===== src/rtl/jtexterm_vregs.sv =====
// Video register bank: CPU-written pending copies of the scroll, layer and
// control registers, and an active copy that drives the video outputs. The
// active copy is loaded at vblank start (LATCH_VB = 1) or straight after each
// CPU write (LATCH_VB = 0).
module jtexterm_vregs #(
   parameter bit LATCH_VB = 1'b1
) (
   input  logic        clk,
   input  logic        rst,
   input  logic        LVBL,
   input  logic        gfx_ctrl_cs,
   input  logic        gfx_lyr_cs,
   input  logic [12:0] cpu_addr,
   input  logic [7:0]  cpu_dout,
   input  logic        cpu_rnw,
   output logic [7:0]  vregs_dout,
   output logic        flip,
   output logic [2:0]  lyr_en,
   output logic [2:0]  obj_bank,
   output logic [1:0]  prio,
   output logic [8:0]  scr0_x,
   output logic [8:0]  scr1_x,
   output logic [7:0]  scr0_y,
   output logic [7:0]  scr1_y,
   output logic        upd
);

   typedef struct packed {
      logic       flip;
      logic [2:0] lyr_en;
      logic [2:0] obj_bank;
      logic [1:0] prio;
      logic [8:0] scr0_x;
      logic [7:0] scr0_y;
      logic [8:0] scr1_x;
      logic [7:0] scr1_y;
   } vset_t;

   // Power-on register set: everything cleared, all layers enabled.
   function automatic vset_t vset_reset();
      vset_t s;
      s        = '0;
      s.lyr_en = 3'b111;
      return s;
   endfunction

   // Apply one CPU byte write to a register set. Unused bits and addresses
   // are simply dropped.
   function automatic vset_t vset_write(input vset_t s, input logic ctrl,
                                        input logic [2:0] a, input logic [7:0] d);
      vset_t r;
      r = s;
      if (ctrl) begin
         case (a[1:0])
            2'd0: begin
               r.lyr_en = d[3:1];
               r.flip   = d[0];
            end
            2'd1:    r.obj_bank = d[2:0];
            2'd2:    r.prio     = d[1:0];
            default: ;
         endcase
      end else begin
         case (a)
            3'd0:    r.scr0_x[7:0] = d;
            3'd1:    r.scr0_x[8]   = d[0];
            3'd2:    r.scr0_y      = d;
            3'd3:    r.scr1_x[7:0] = d;
            3'd4:    r.scr1_x[8]   = d[0];
            3'd5:    r.scr1_y      = d;
            default: ;
         endcase
      end
      return r;
   endfunction

   // Read-back of one register byte; bits without storage read as 1.
   function automatic logic [7:0] vset_read(input vset_t s, input logic ctrl,
                                            input logic [2:0] a);
      logic [7:0] v;
      v = 8'hFF;
      if (ctrl) begin
         case (a[1:0])
            2'd0:    v = {4'hF, s.lyr_en, s.flip};
            2'd1:    v = {5'h1F, s.obj_bank};
            2'd2:    v = {6'h3F, s.prio};
            default: v = 8'hFF;
         endcase
      end else begin
         case (a)
            3'd0:    v = s.scr0_x[7:0];
            3'd1:    v = {7'h7F, s.scr0_x[8]};
            3'd2:    v = s.scr0_y;
            3'd3:    v = s.scr1_x[7:0];
            3'd4:    v = {7'h7F, s.scr1_x[8]};
            3'd5:    v = s.scr1_y;
            default: v = 8'hFF;
         endcase
      end
      return v;
   endfunction

   // Only the low address bits are decoded; the rest are mirrored.
   logic unused_addr_bits;
   assign unused_addr_bits = ^cpu_addr[12:3];

   logic       any_cs;
   logic       wr_term;
   logic       rd_term;
   logic       commit;
   logic       vb_fall;
   logic       load;
   vset_t      load_src;

   logic       wr_prev_q,   wr_prev_d;
   logic       lvbl_q,      lvbl_d;
   logic       lvbl_prev_q, lvbl_prev_d;
   logic       vb_armed_q,  vb_armed_d;
   logic       upd_q,       upd_d;
   logic [7:0] dout_q,      dout_d;
   vset_t      pend_q,      pend_d;
   vset_t      act_q,       act_d;

   // Access decode: one commit on the rising edge of the write term only.
   always_comb begin
      any_cs  = gfx_ctrl_cs | gfx_lyr_cs;
      wr_term = any_cs & ~cpu_rnw;
      rd_term = any_cs & cpu_rnw;
      commit  = wr_term & ~wr_prev_q;
      wr_prev_d = wr_term;
   end

   // Vblank edge detection. The armed flag needs LVBL seen high after reset,
   // so leaving reset inside vblank cannot look like a fresh 1->0 edge.
   always_comb begin
      lvbl_d      = LVBL;
      lvbl_prev_d = lvbl_q;
      vb_armed_d  = vb_armed_q | LVBL;
      vb_fall     = vb_armed_q & lvbl_prev_q & ~lvbl_q;
   end

   // Pending register writes; ctrl window wins when both selects are high.
   always_comb begin
      pend_d = pend_q;
      if (commit) begin
         pend_d = vset_write(pend_q, gfx_ctrl_cs, cpu_addr[2:0], cpu_dout);
      end
   end

   // Active set load: pre-write pending values at vblank, or the freshly
   // written values right after a commit when not latching on vblank.
   always_comb begin
      load     = 1'b0;
      load_src = pend_q;
      if (LATCH_VB) begin
         load     = vb_fall;
         load_src = pend_q;
      end else begin
         load     = commit;
         load_src = pend_d;
      end
      act_d = load ? load_src : act_q;
      upd_d = load;
   end

   // Registered read-back; idle bus reads as all ones.
   always_comb begin
      dout_d = 8'hFF;
      if (rd_term) begin
         dout_d = vset_read(pend_q, gfx_ctrl_cs, cpu_addr[2:0]);
      end
   end

   // Control state: commit detector starts high so a select held across
   // reset release is not taken as a new access.
   always_ff @(posedge clk) begin
      if (rst) begin
         wr_prev_q   <= 1'b1;
         lvbl_q      <= 1'b1;
         lvbl_prev_q <= 1'b1;
         vb_armed_q  <= 1'b0;
         upd_q       <= 1'b0;
         dout_q      <= 8'hFF;
      end else begin
         wr_prev_q   <= wr_prev_d;
         lvbl_q      <= lvbl_d;
         lvbl_prev_q <= lvbl_prev_d;
         vb_armed_q  <= vb_armed_d;
         upd_q       <= upd_d;
         dout_q      <= dout_d;
      end
   end

   // Register file: pending and active copies.
   always_ff @(posedge clk) begin
      if (rst) begin
         pend_q <= vset_reset();
         act_q  <= vset_reset();
      end else begin
         pend_q <= pend_d;
         act_q  <= act_d;
      end
   end

   assign vregs_dout = dout_q;
   assign upd        = upd_q;
   assign flip       = act_q.flip;
   assign lyr_en     = act_q.lyr_en;
   assign obj_bank   = act_q.obj_bank;
   assign prio       = act_q.prio;
   assign scr0_x     = act_q.scr0_x;
   assign scr0_y     = act_q.scr0_y;
   assign scr1_x     = act_q.scr1_x;
   assign scr1_y     = act_q.scr1_y;

endmodule


===== config.mk =====
export PLATFORM = sky130hd
export DESIGN_NAME = jtexterm_vregs
export DESIGN_NICKNAME = d
export VERILOG_FILES = /design/src/rtl/jtexterm_vregs.sv
export SDC_FILE = /design/constraint.sdc
export NUM_CORES = 1
export LEC_CHECK = 0
export CAP_MARGIN = 5
export CORE_UTILIZATION = 40
export CTS_CLUSTER_SIZE = 20
export DETAILED_ROUTE_END_ITERATION = 10
export GPL_ROUTABILITY_DRIVEN = 0
export HOLD_SLACK_MARGIN = 0.1
export PLACE_DENSITY = 0.66
export REMOVE_ABC_BUFFERS = 1
export SLEW_MARGIN = 20
export SYNTH_ARGS = -nofsm -noshare
export SYNTH_HDL_FRONTEND = slang
export SYNTH_SLANG_ARGS = --single-unit
export TNS_END_PERCENT = 50

===== constraint.sdc =====
create_clock -name clk -period 2.6 [get_ports clk]
set_input_delay 0.52 -clock clk [delete_from_list [all_inputs] [get_ports clk]]
set_output_delay 0.52 -clock clk [all_outputs]
set_load 0.02 [all_outputs]

==> impl_results.md <==
* Dominant register cell in the synthesized netlist: sky130_fd_sc_hd__dfxtp_1
* Max capacitance violation total at 0
* Initial Util at 41.5%
* Floorplan die area at 9980 µm²
* Critical path buffers and inverters at 2
* Antenna violations before repair at 0
* Slowest stage delay, CP at 500 ps
* Drt first pass iters at 4
* Floorplan die height at 99.9 µm
* Number of synthesized register bits at 99
* Run status: completed
* Number of post-CTS setup repair buffers at 0
* PwrDens at 547 nW/µm²
* Detailed-route wire length at 8720 µm
* CP Launch Type: primary input
* Worst hold path type: reg2reg
* Remaining global-route overflow at 0
* Via density per instance at 4.96
* Vias in the first global route at 3028
* Fraction of final layout cells sized beyond drive strength 1 at 8.50%
* Total of endpoints with negative setup slack in the final report at 0
* List of cells traversed by the critical path: clkdlybuf4s50_1, inv_1, ha_1, or3_1, o32a_2, nor4b_4, o211ai_1
* TritonCTS clock tree: yes
* Growth of design area from synthesis to finish at 27.1%
* Final standard cell area without fillers at 4870 µm²
* Reg clk slew, reported paths at 100 ps
* Cell Rows at 35
* Die outline width at 99.9 µm
* Diode count at 0
* TritonCTS sink count at 99
* Worst slew margin relative to its limit at 47.1%
* CP Class: in2reg
* Sort of element at the end of the critical path: flop
* Final period utilization at 81.5%
* Final worst clock skew at 13.4 ps
* Critical-path maximum fanout at 4
* Largest net degree at the start of global routing at 44
* Top delay family on crit path: simple AND/OR/NAND/NOR gates
* Static Leakage at 1.85 nW
* Final critical delay including setup and external delays at 2120 ps
* Nets at 533
* Async set-reset flop share out of synthesis at 0%
* Post-detailed-route DRC marker count at 0
* Root Buffer: sky130_fd_sc_hd__clkbuf_8
* Yosys warning count at 0
* VDD IR max at 207 µV
* Sequential area share after synthesis at 51.7%
* Post-Synthesis Cell Area at 3830 µm²
* Wire length of the first global-routing pass at 14400 µm
* Top-level I/O count at 79
* Core area at 9240 µm²
* Max clock buf depth at 2
* Total number of vias at 3150
* Global-route usage over all layers at 18.2%
* Number of H-tree branching levels at 3
* Count of pins over their slew limit at 0
* Cts bufs inserted at 9
* Cell count after synthesis at 438
* Setup tns final at 0 ps
* Number of resized instances in the post-cts repair step at 0
* Instance count along the most critical hold path at 2
* Cell type of the slowest stage on the worst timing path: sky130_fd_sc_hd__clkdlybuf4s50_1
* Arrival time worst endpoint at 2360 ps
* Final hold vios at 0
* Critical path depth in cells at 7
* Mean instance size in the synthesized netlist at 8.75 µm²
* Cts-stage hold buffer count at 0
* Count of cell types in the netlist at 31
* Hpwl dp at 6130 µm
* Max Clock Freq at 472 MHz
* # port buffers at 68
* Average routed wire per standard cell at 13.7 µm
* EDFF count, synth at 0
* Worst Path Required at 2840 ps
* Placed Area at 4680 µm²
* Pre-CTS WS at 72.4 ps
* Latest clock arrival within the worst-skew pair at 370 ps
* Min setup slack post-route at 481 ps
* DRC marker count from the first detailed-route iteration at 188
* Post-detailed-route count of antenna-violating nets at 0
* Reg2reg path depth at 4
* Measured slew at the worst slew-check pin at 793 ps
* RSZ-0062 raised after global routing: false
* Final core occ at 52.7%
## synthesized netlist by cell type (2+ instances only)
library cell / n / share of area, %
sky130_fd_sc_hd__ha_1: 5 / 1.6
sky130_fd_sc_hd__mux2i_1: 32 / 8.4
sky130_fd_sc_hd__nand3b_1: 7 / 1.4
sky130_fd_sc_hd__a211o_1: 3 / 0.69
sky130_fd_sc_hd__a21oi_1: 50 / 6.5
sky130_fd_sc_hd__nor4b_4: 2 / 1.2
sky130_fd_sc_hd__and3_1: 4 / 0.65
sky130_fd_sc_hd__dfxtp_1: 99 / 52
sky130_fd_sc_hd__a22oi_1: 14 / 2.7
sky130_fd_sc_hd__nor2b_1: 4 / 0.65
sky130_fd_sc_hd__buf_4: 2 / 0.39
sky130_fd_sc_hd__o21ai_0: 8 / 1.0
sky130_fd_sc_hd__inv_1: 2 / 0.20
sky130_fd_sc_hd__nor2_1: 40 / 3.9
sky130_fd_sc_hd__o211ai_1: 4 / 0.78
sky130_fd_sc_hd__a32oi_1: 2 / 0.46
sky130_fd_sc_hd__buf_2: 6 / 0.78
sky130_fd_sc_hd__nand2_1: 104 / 10
sky130_fd_sc_hd__nand3_1: 11 / 1.4
sky130_fd_sc_hd__clkbuf_1: 26 / 2.5
sky130_fd_sc_hd__or2_2: 3 / 0.49
## logic make-up after synthesis
family | Yosys count | share of synthesized area (%)
adders and majority gates | 5 | 1.63
AOI/OAI and AO/OA | 86 | 13.5
muxes | 33 | 8.65
DFF | 99 | 51.7
buffers and inverters | 36 | 3.92
and+or+nand+nor | 179 | 20.6
## through the flow
step,hold WS [ps],cells,total power [mW]
final,456,635,2.67
after detailed placement,448,619,1.75
after floorplan,435,404,1.64
after CTS,461,635,2.68
after global placement,446,619,1.75
after global routing,481,635,2.77
## worst reg2reg max path: stages, from the launching register on
cell	delay, ps
sky130_fd_sc_hd__dfxtp_1	330
sky130_fd_sc_hd__nand2_1	100
sky130_fd_sc_hd__or2_2	650
sky130_fd_sc_hd__nand2_1	130
sky130_fd_sc_hd__a21oi_1	190
## cell type report
| type | instances | area, µm² |
|---|---|---|
| clock inverters | 6 | 57.6 |
| inverters | 2 | 7.51 |
| clock buffers | 10 | 138 |
| multi-input cells | 303 | 1700 |
| flip-flops and latches | 99 | 1980 |
| well taps | 129 | 161 |
| fillers | 880 | 4370 |
| repair buffers | 86 | 823 |
## flip-flops by register name, summed over array words and instances (netlist names), 2 cells and up
register / flops
scr1_x: 9
prio: 2
scr1_y: 8
obj_bank: 3
lyr_en: 3
vregs_dout: 8
scr0_y: 8
scr0_x: 9
load_src: 43
## layout by cell type, fill, tap and decap left out, types with 2 or more instances in the layout
cell type and n:
sky130_fd_sc_hd__nor4b_4 2, sky130_fd_sc_hd__clkbuf_8 10, sky130_fd_sc_hd__inv_6 2, sky130_fd_sc_hd__nor2b_1 4
sky130_fd_sc_hd__buf_4 17, sky130_fd_sc_hd__a32oi_1 2, sky130_fd_sc_hd__o211ai_1 4, sky130_fd_sc_hd__clkinvlp_4 2
sky130_fd_sc_hd__inv_1 2, sky130_fd_sc_hd__or2_2 3, sky130_fd_sc_hd__a21oi_1 50, sky130_fd_sc_hd__a211o_1 3
sky130_fd_sc_hd__nand3_1 11, sky130_fd_sc_hd__nand3b_1 7, sky130_fd_sc_hd__mux2i_1 32, sky130_fd_sc_hd__nand2_1 104
sky130_fd_sc_hd__ha_1 5, sky130_fd_sc_hd__dfxtp_1 99, sky130_fd_sc_hd__clkdlybuf4s50_1 67, sky130_fd_sc_hd__o21ai_0 8
sky130_fd_sc_hd__a22oi_1 14, sky130_fd_sc_hd__and3_1 4, sky130_fd_sc_hd__nor2_1 39
## power by group
group | total, mW | switching [mW] | internal [mW]
clock network | 0.947 | 0.556 | 0.390
registers | 1.54 | 0.00735 | 1.53
logic | 0.184 | 0.110 | 0.0738
## path summary, 6_finish.rpt
path	slack, ps	to	from
max	480	vregs_dout[6]	cpu_addr[1]
max reg2reg	1130	obj_bank[0]	vb_armed_q
min reg2reg	460	prio[0]	prio[0]
min	460	prio[0]	prio[0]
## layer usage
layer	vias to the layer above	global-route usage, %	wire (µm)
met5	-	0	0
met4	0	5.66	53
met3	4	3.69	314
met2	56	29.4	4170
met1	1482	24.4	4190
li1	1608	-	-
Note: power is estimated with default switching activity, not from simulation.
